## src/rtl/wb_regfile.sv

```systemverilog
// wb_regfile: write-back stage register file with run statistics.
// Two combinational operand read ports (A/B) for ID, one debug read port,
// a sticky halt flag, and saturating cycle / register-write counters that
// freeze once halted.
// Optional feature macro: WB_BYPASS_EN -- when defined, a write being committed
// this cycle is forwarded straight onto A_o/B_o (write-through). dbg_data_o is
// never bypassed.

module wb_regfile #(
  parameter int DATA_W = 32,
  parameter int ADDR_W = 5,
  parameter int CNT_W  = 32
) (
  input  logic              clk,
  input  logic              rst,
  input  logic              halt_i,
  input  logic              Regwrite_i,
  input  logic [ADDR_W-1:0] rw_i,
  input  logic [DATA_W-1:0] wb_data_i,
  input  logic [ADDR_W-1:0] ra_i,
  input  logic [ADDR_W-1:0] rb_i,
  output logic [DATA_W-1:0] A_o,
  output logic [DATA_W-1:0] B_o,
  input  logic [ADDR_W-1:0] dbg_addr_i,
  output logic [DATA_W-1:0] dbg_data_o,
  output logic              halted_o,
  output logic [CNT_W-1:0]  cycle_o,
  output logic [CNT_W-1:0]  wrcnt_o
);

  localparam int                DEPTH     = 1 << ADDR_W;
  localparam logic [ADDR_W-1:0] IDX_ZERO  = {ADDR_W{1'b0}};
  localparam logic [DATA_W-1:0] DATA_ZERO = {DATA_W{1'b0}};
  localparam logic [CNT_W-1:0]  CNT_ZERO  = {CNT_W{1'b0}};
  localparam logic [CNT_W-1:0]  CNT_ONE   = {{(CNT_W-1){1'b0}}, 1'b1};
  localparam logic [CNT_W-1:0]  CNT_MAX   = {CNT_W{1'b1}};

  logic [DATA_W-1:0] regs_r [DEPTH];
  logic              halted_r;
  logic [CNT_W-1:0]  cycle_r;
  logic [CNT_W-1:0]  wrcnt_r;
  logic              we_s;
  logic [DATA_W-1:0] a_s;
  logic [DATA_W-1:0] b_s;
  logic [DATA_W-1:0] dbg_s;

  // Counters stick at all-ones instead of wrapping.
  function automatic logic [CNT_W-1:0] sat_inc(input logic [CNT_W-1:0] v);
    logic [CNT_W-1:0] r;
    if (v == CNT_MAX) begin
      r = v;
    end else begin
      r = v + CNT_ONE;
    end
    return r;
  endfunction

  // Register 0 is never written; halt blocks every write after the halting edge.
  assign we_s = Regwrite_i & ~halted_r & (rw_i != IDX_ZERO);

  // Register storage: cleared on reset, one write per cycle on commit.
  always_ff @(posedge clk) begin
    if (rst) begin
      for (int i = 0; i < DEPTH; i++) begin
        regs_r[i] <= DATA_ZERO;
      end
    end else if (we_s) begin
      regs_r[rw_i] <= wb_data_i;
    end
  end

  // Sticky halt flag; only reset clears it.
  always_ff @(posedge clk) begin
    if (rst) begin
      halted_r <= 1'b0;
    end else if (halt_i) begin
      halted_r <= 1'b1;
    end
  end

  // Cycle counter runs while not halted, including the edge that sets halt.
  always_ff @(posedge clk) begin
    if (rst) begin
      cycle_r <= CNT_ZERO;
    end else if (!halted_r) begin
      cycle_r <= sat_inc(cycle_r);
    end
  end

  // Write counter counts committed (non-$0, non-halted) writes only.
  always_ff @(posedge clk) begin
    if (rst) begin
      wrcnt_r <= CNT_ZERO;
    end else if (we_s) begin
      wrcnt_r <= sat_inc(wrcnt_r);
    end
  end

  // Operand port A: $0 reads zero, optional write-through of the committing value.
  always_comb begin
    a_s = DATA_ZERO;
    if (ra_i == IDX_ZERO) begin
      a_s = DATA_ZERO;
`ifdef WB_BYPASS_EN
    end else if (we_s && (ra_i == rw_i)) begin
      a_s = wb_data_i;
`endif
    end else begin
      a_s = regs_r[ra_i];
    end
  end

  // Operand port B: same rules as port A.
  always_comb begin
    b_s = DATA_ZERO;
    if (rb_i == IDX_ZERO) begin
      b_s = DATA_ZERO;
`ifdef WB_BYPASS_EN
    end else if (we_s && (rb_i == rw_i)) begin
      b_s = wb_data_i;
`endif
    end else begin
      b_s = regs_r[rb_i];
    end
  end

  // Debug port always shows the stored value.
  always_comb begin
    dbg_s = DATA_ZERO;
    if (dbg_addr_i == IDX_ZERO) begin
      dbg_s = DATA_ZERO;
    end else begin
      dbg_s = regs_r[dbg_addr_i];
    end
  end

  assign A_o        = a_s;
  assign B_o        = b_s;
  assign dbg_data_o = dbg_s;
  assign halted_o   = halted_r;
  assign cycle_o    = cycle_r;
  assign wrcnt_o    = wrcnt_r;

endmodule

```

## config.mk

```make
export PLATFORM = sky130hd
export DESIGN_NAME = wb_regfile
export DESIGN_NICKNAME = d
export VERILOG_FILES = /design/src/rtl/wb_regfile.sv
export SDC_FILE = /design/constraint.sdc
export NUM_CORES = 2
export LEC_CHECK = 0
export CORE_ASPECT_RATIO = 1.2
export CORE_MARGIN = 1.5
export CORE_UTILIZATION = 58
export CTS_CLUSTER_DIAMETER = 150
export DETAILED_ROUTE_END_ITERATION = 8
export PLACE_DENSITY = 0.76
export SLEW_MARGIN = 20
export SYNTH_ARGS = -nofsm -noshare
export SYNTH_HDL_FRONTEND = slang
export SYNTH_SLANG_ARGS = --single-unit
```

## constraint.sdc

```tcl
create_clock -name clk -period 6 [get_ports clk]
set_input_delay 1.2 -clock clk [delete_from_list [all_inputs] [get_ports clk]]
set_output_delay 1.2 -clock clk [all_outputs]
set_load 0.005 [all_outputs]
```

Word-level counts from Yosys, hierarchy flattened
Memory sizes are Yosys's and may differ from the RTL's.
Index checks and enable logic that the tools add are counted.

word-level totals
  bits of input ports = 56
  memory bits (writable) = 1024
  output and inout port bits = 161
  memories kept = 1
  logic and storage cells = 31
  register bits after elaboration = 65

memory list
  name    depth  width  rd ports  clocked after Yosys merged registers in  wr ports  RTL line  RTL
  regs_r  32     32     3         0                                        32        38        logic [DATA_W-1:0] regs_r [DEPTH];

cells by class
  multiplexer cells = 11
  reductions and logical operators = 7
  add/sub/neg operators = 2
  equality and inequality tests = 2
  bitwise gates (word level) = 5

operators with widths
  kind                     number
  $mux W32                 4
  $add A32 B1 Y32 const B  2
  $eq A32 B32 Y1 const B   2
  $reduce_or A32 Y1        1
  $logic_not A5 Y1         3
  $mux W1                  6
  $mux W5                  1
  $reduce_bool A5 Y1       1
  $reduce_and A2 Y1        2
  $not A1 Y1               3
  $and A1 B1 Y1            2

Logic depth before layout (Yosys ltp)
  word-level depth = 8
  mapped depth = 9
  depth with buffers taken out = 6

Worst setup path after synthesis
Ideal clock, no wire load.

  path type = in2out
  from = in ra_i[0]
  to = out A_o[21]
  arrival = 2925 ps
  required time = 4800 ps
  path slack = 1875 ps
  stages on the path = 7
  path buffers = 4
  cell sequence = buf_2 -> buf_2 -> buf_2 -> buf_4 -> mux4_2 -> a22oi_1 -> a31oi_1

on the way
  word-level cells in the longest chain between the ends = 2
  elaborated cells between the ends (all ways) = 3
  those cells by class = 1 x mux; 1 x reduce/logical; 1 x memory

ends and longest elaborated chain
  what                                                        RTL line  RTL
  start, declared                                             20        input logic [ADDR_W-1:0] ra_i,
  $mem_v2 Z32 W32 / $logic_not A5 Y1 (equally long branches)  n/a
  $mux W32 *                                                  102       if (ra_i == IDX_ZERO) begin
  end, declared                                               22        output logic [DATA_W-1:0] A_o,

Mark *: on every way between the ends. The rest lies on a longest branch, timed or not.

Worst setup path in the final report
  from = in dbg_addr_i[3]
  to = out dbg_data_o[20]

on the way
  word-level cells in the longest chain between the ends = 2
  elaborated cells between the ends (all ways) = 3
  those cells by class = 1 x mux; 1 x reduce/logical; 1 x memory

ends and longest elaborated chain
  what                                                        RTL line  RTL
  start, declared                                             24        input logic [ADDR_W-1:0] dbg_addr_i,
  $mem_v2 Z32 W32 / $logic_not A5 Y1 (equally long branches)  n/a
  $mux W32 *                                                  130       if (dbg_addr_i == IDX_ZERO) begin
  end, declared                                               25        output logic [DATA_W-1:0] dbg_data_o,

Marks and branches as above.

==> reports/qor.csv <==
metric,value,unit
grt_first_pass_wirelength,316,mm
startpoint_type,input port,
dr_total_vias,45753,
crit_type,in2out,
powerDensity,259,mW/mm^2
status,"complete, no violations",
cts.sinks,1089,
endpoint_kind,output pin,
ctsHoldBuffers,0,
drive_gt1_share,28.3,%
grt_pass1_vias,44645,
synth_edf_count,1024,
slew_headroom,19.9,%
die_h,368,microns
die-area,0.113,sq mm
tightest_slew,1.20,ns
root_buffer,clkbuf_16,
syn_to_final_growth,12.5,%
row_count,133,
numCtsBuffers,106,
finalCritPeriodShare,94.4,%
cts_resized,0,
wl_per_cell,37.2,microns
drtAntennaViolNets,0,
fin_tns_setup,0,ns
netlist_instances,4349,
ys_dominant_reg_cell,edfxtp_1,
yosys.area.top_type_share,47.7,%
die_x,307,microns
grt-ovfl-total,0,
hold_viol,0,
gp_congestion,0.998,
antenna_found_initial,14,
start_util,58.6,%
yosysSeqAreaShare,49.7,%
grt_max_degree,76,
critPathArrivalTime,4.46,ns
hold_class,reg2reg,
clk_latency,0.73,ns
rsz0062_at_grt,no,
ys.warnings.count,0,
drtPass1Iterations,9,
p_total,18.8,mW
yosysTopAreaCell,edfxtp_1,
synthTopCellsByArea,"edfxtp_1 (48%), mux4_2 (27%), and2_1 (9.7%)",
p_leak,25.3,nW
path_clk_slew,0.07,ns
final_nets,4468,
synth.distinct_cells,54,
drv_cap,0,
avgSynthCellArea,14.8,sq um
post-cts-setup-buffers,0,
required,4.80,ns
hold-path-cell-count,2,
htree_levels,3,
clockBufferDepth,3,
setup_viol,0,
ff2ff_path_depth,6,
netlist_area,0.0645,sq mm
wl,223,mm
clock.fmax,177,MHz
ios,217,
port_buffers,216,
ys_seq_elements,1089,
ir_drop,0.280,mV
drc_errors,0,
skew,0.0208,ns
maxSlewViolCount,0,
drtIter0Drc,8037,
core,0.110,sq mm
cts_tree,yes,
synth-async-reset-ratio,0,%
worstPathMaxFanout,13,
grt_usage,39.5,%
viasPerCell,7.64,
min_period,5.66,ns
hpwlAfterDp,139,mm
-- sequential cells by signal, indices dropped and copies added, names as in the netlist --
name / flops
halted_o: 1
regs_r: 1024
wrcnt_o: 32
cycle_o: 32
-- metrics by stage --
stage	hold WS, ns	cells	util (%)	setup slack [ns]	area [sq um]
final	0.507	5989	66.0	0.339	72600
after global routing	0.538	5987	66.0	0.371	72600
after CTS	0.506	5984	66.1	0.495	72700
after detailed placement	0.496	5787	62.7	0.530	69000
after global placement	0.485	5787	62.8	0.537	69000
after floorplan	0.477	4380	-	1.87	64600
-- cell families after synthesis --
| family | after synthesis | share of synthesized area [%] |
|---|---|---|
| AND/OR/NAND/NOR | 1282 | 12.2 |
| flip-flops | 1089 | 49.7 |
| multiplexers | 870 | 28.4 |
| AO/OA/AOI/OAI | 598 | 6.50 |
| buffers and inverters | 504 | 3.13 |
| XOR/XNOR | 3 | 0.0407 |
| adder cells (fa/ha/maj) | 2 | 0.0388 |
| other | 1 | 0.00581 |
-- power breakdown --
part           total (mW)  internal, mW  switching, mW
Sequential           8.83          8.61          0.220
Combinational        2.86          1.25           1.61
Clock                7.11          4.03           3.07
Total                18.8          13.9           4.90
-- layout by cell type, fill, tap and decap left out, types with 12 or more instances in the layout --
cell type,count
a211o_1,96
or2_2,33
nor2_1,28
a22oi_1,192
edfxtp_1,1024
conb_1,32
o22ai_1,97
and2_1,993
o21ai_0,25
or4_1,25
clkdlybuf4s50_1,183
buf_12,43
a21oi_1,51
clkinv_2,18
buf_4,156
nand3_1,21
buf_2,23
nor2_4,35
clkinv_1,12
or3_1,29
clkbuf_1,14
clkbuf_16,113
inv_1,14
o31ai_1,23
nand2_1,30
nand4_1,13
mux2i_1,97
bufinv_16,13
mux4_2,768
dfxtp_1,65
a31oi_1,97
-- path summary, 6_finish.rpt --
path | startpoint | endpoint | slack, ns
worst max-delay path | dbg_addr_i[3] | dbg_data_o[20] | 0.34
worst min-delay path | cycle_o[29]$_SDFFE_PP0P_ | cycle_o[29]$_SDFFE_PP0P_ | 0.51
worst max register to register | halted_o$_SDFFE_PP0P_ | regs_r[2][7]$_SDFFCE_PN0P_ | 2.36
worst min register to register | cycle_o[29]$_SDFFE_PP0P_ | cycle_o[29]$_SDFFE_PP0P_ | 0.51
-- worst max-delay path, stage by stage --
cell and delay, ns:
clkdlybuf4s50_1 0.62, nor2b_2 0.28, nand2_1 0.63, o22ai_1 0.19, a211o_1 0.40, a31oi_1 0.51
clkdlybuf4s50_1 0.62
-- synth_stat cells, types with 2 or more instances --
cell       instances
mux2_2             5
a21o_1             2
mux4_2           768
dfxtp_1           65
a211o_1           96
nand2_1           30
o211ai_1           2
nor2b_1           16
a22oi_1          192
or3_1             29
nor4b_1            4
xnor2_1            3
o22ai_1           97
a31oi_1           97
or4_1             25
nor2_1            65
ha_1               2
nand3b_1           8
buf_2             92
o31ai_1           23
inv_1             14
nor4_2             2
o2111ai_1          2
and3_1             7
nand4_1           13
nor4_1             6
or2_2             33
buf_1             31
or3b_2             2
a31o_2             5
clkbuf_1         364
edfxtp_1        1024
a21oi_1           51
nor3_1             3
and4_1             6
nand4b_1           2
o21ai_0           25
and2_1           996
nand2b_1           9
buf_4              3
mux2i_1           97
nand3_1           21
-- layout make-up --
| cell class | instances | area [sq um] |
|---|---|---|
| Antenna cell | 5 | 12.5 |
| Clock buffer | 130 | 2920 |
| Clock inverter | 67 | 718 |
| Fill cell | 7397 | 37400 |
| Inverter | 14 | 52.6 |
| Multi-Input combinational cell | 2787 | 30900 |
| Sequential cell | 1089 | 32100 |
| Tap cell | 1485 | 1860 |
| Timing Repair Buffer | 412 | 4080 |
-- routing by layer --
layer / vias up / global-route usage [%] / part of all wire [%]
li1: 17598 / - / -
met3: 955 / 15.4 / 17
met1: 22786 / 49.4 / 31
met4: 20 / 20.9 / 6.3
met2: 4394 / 59.6 / 45
met5: - / 0.775 / 0.10
No activity file was read; power rests on OpenSTA's default activity.
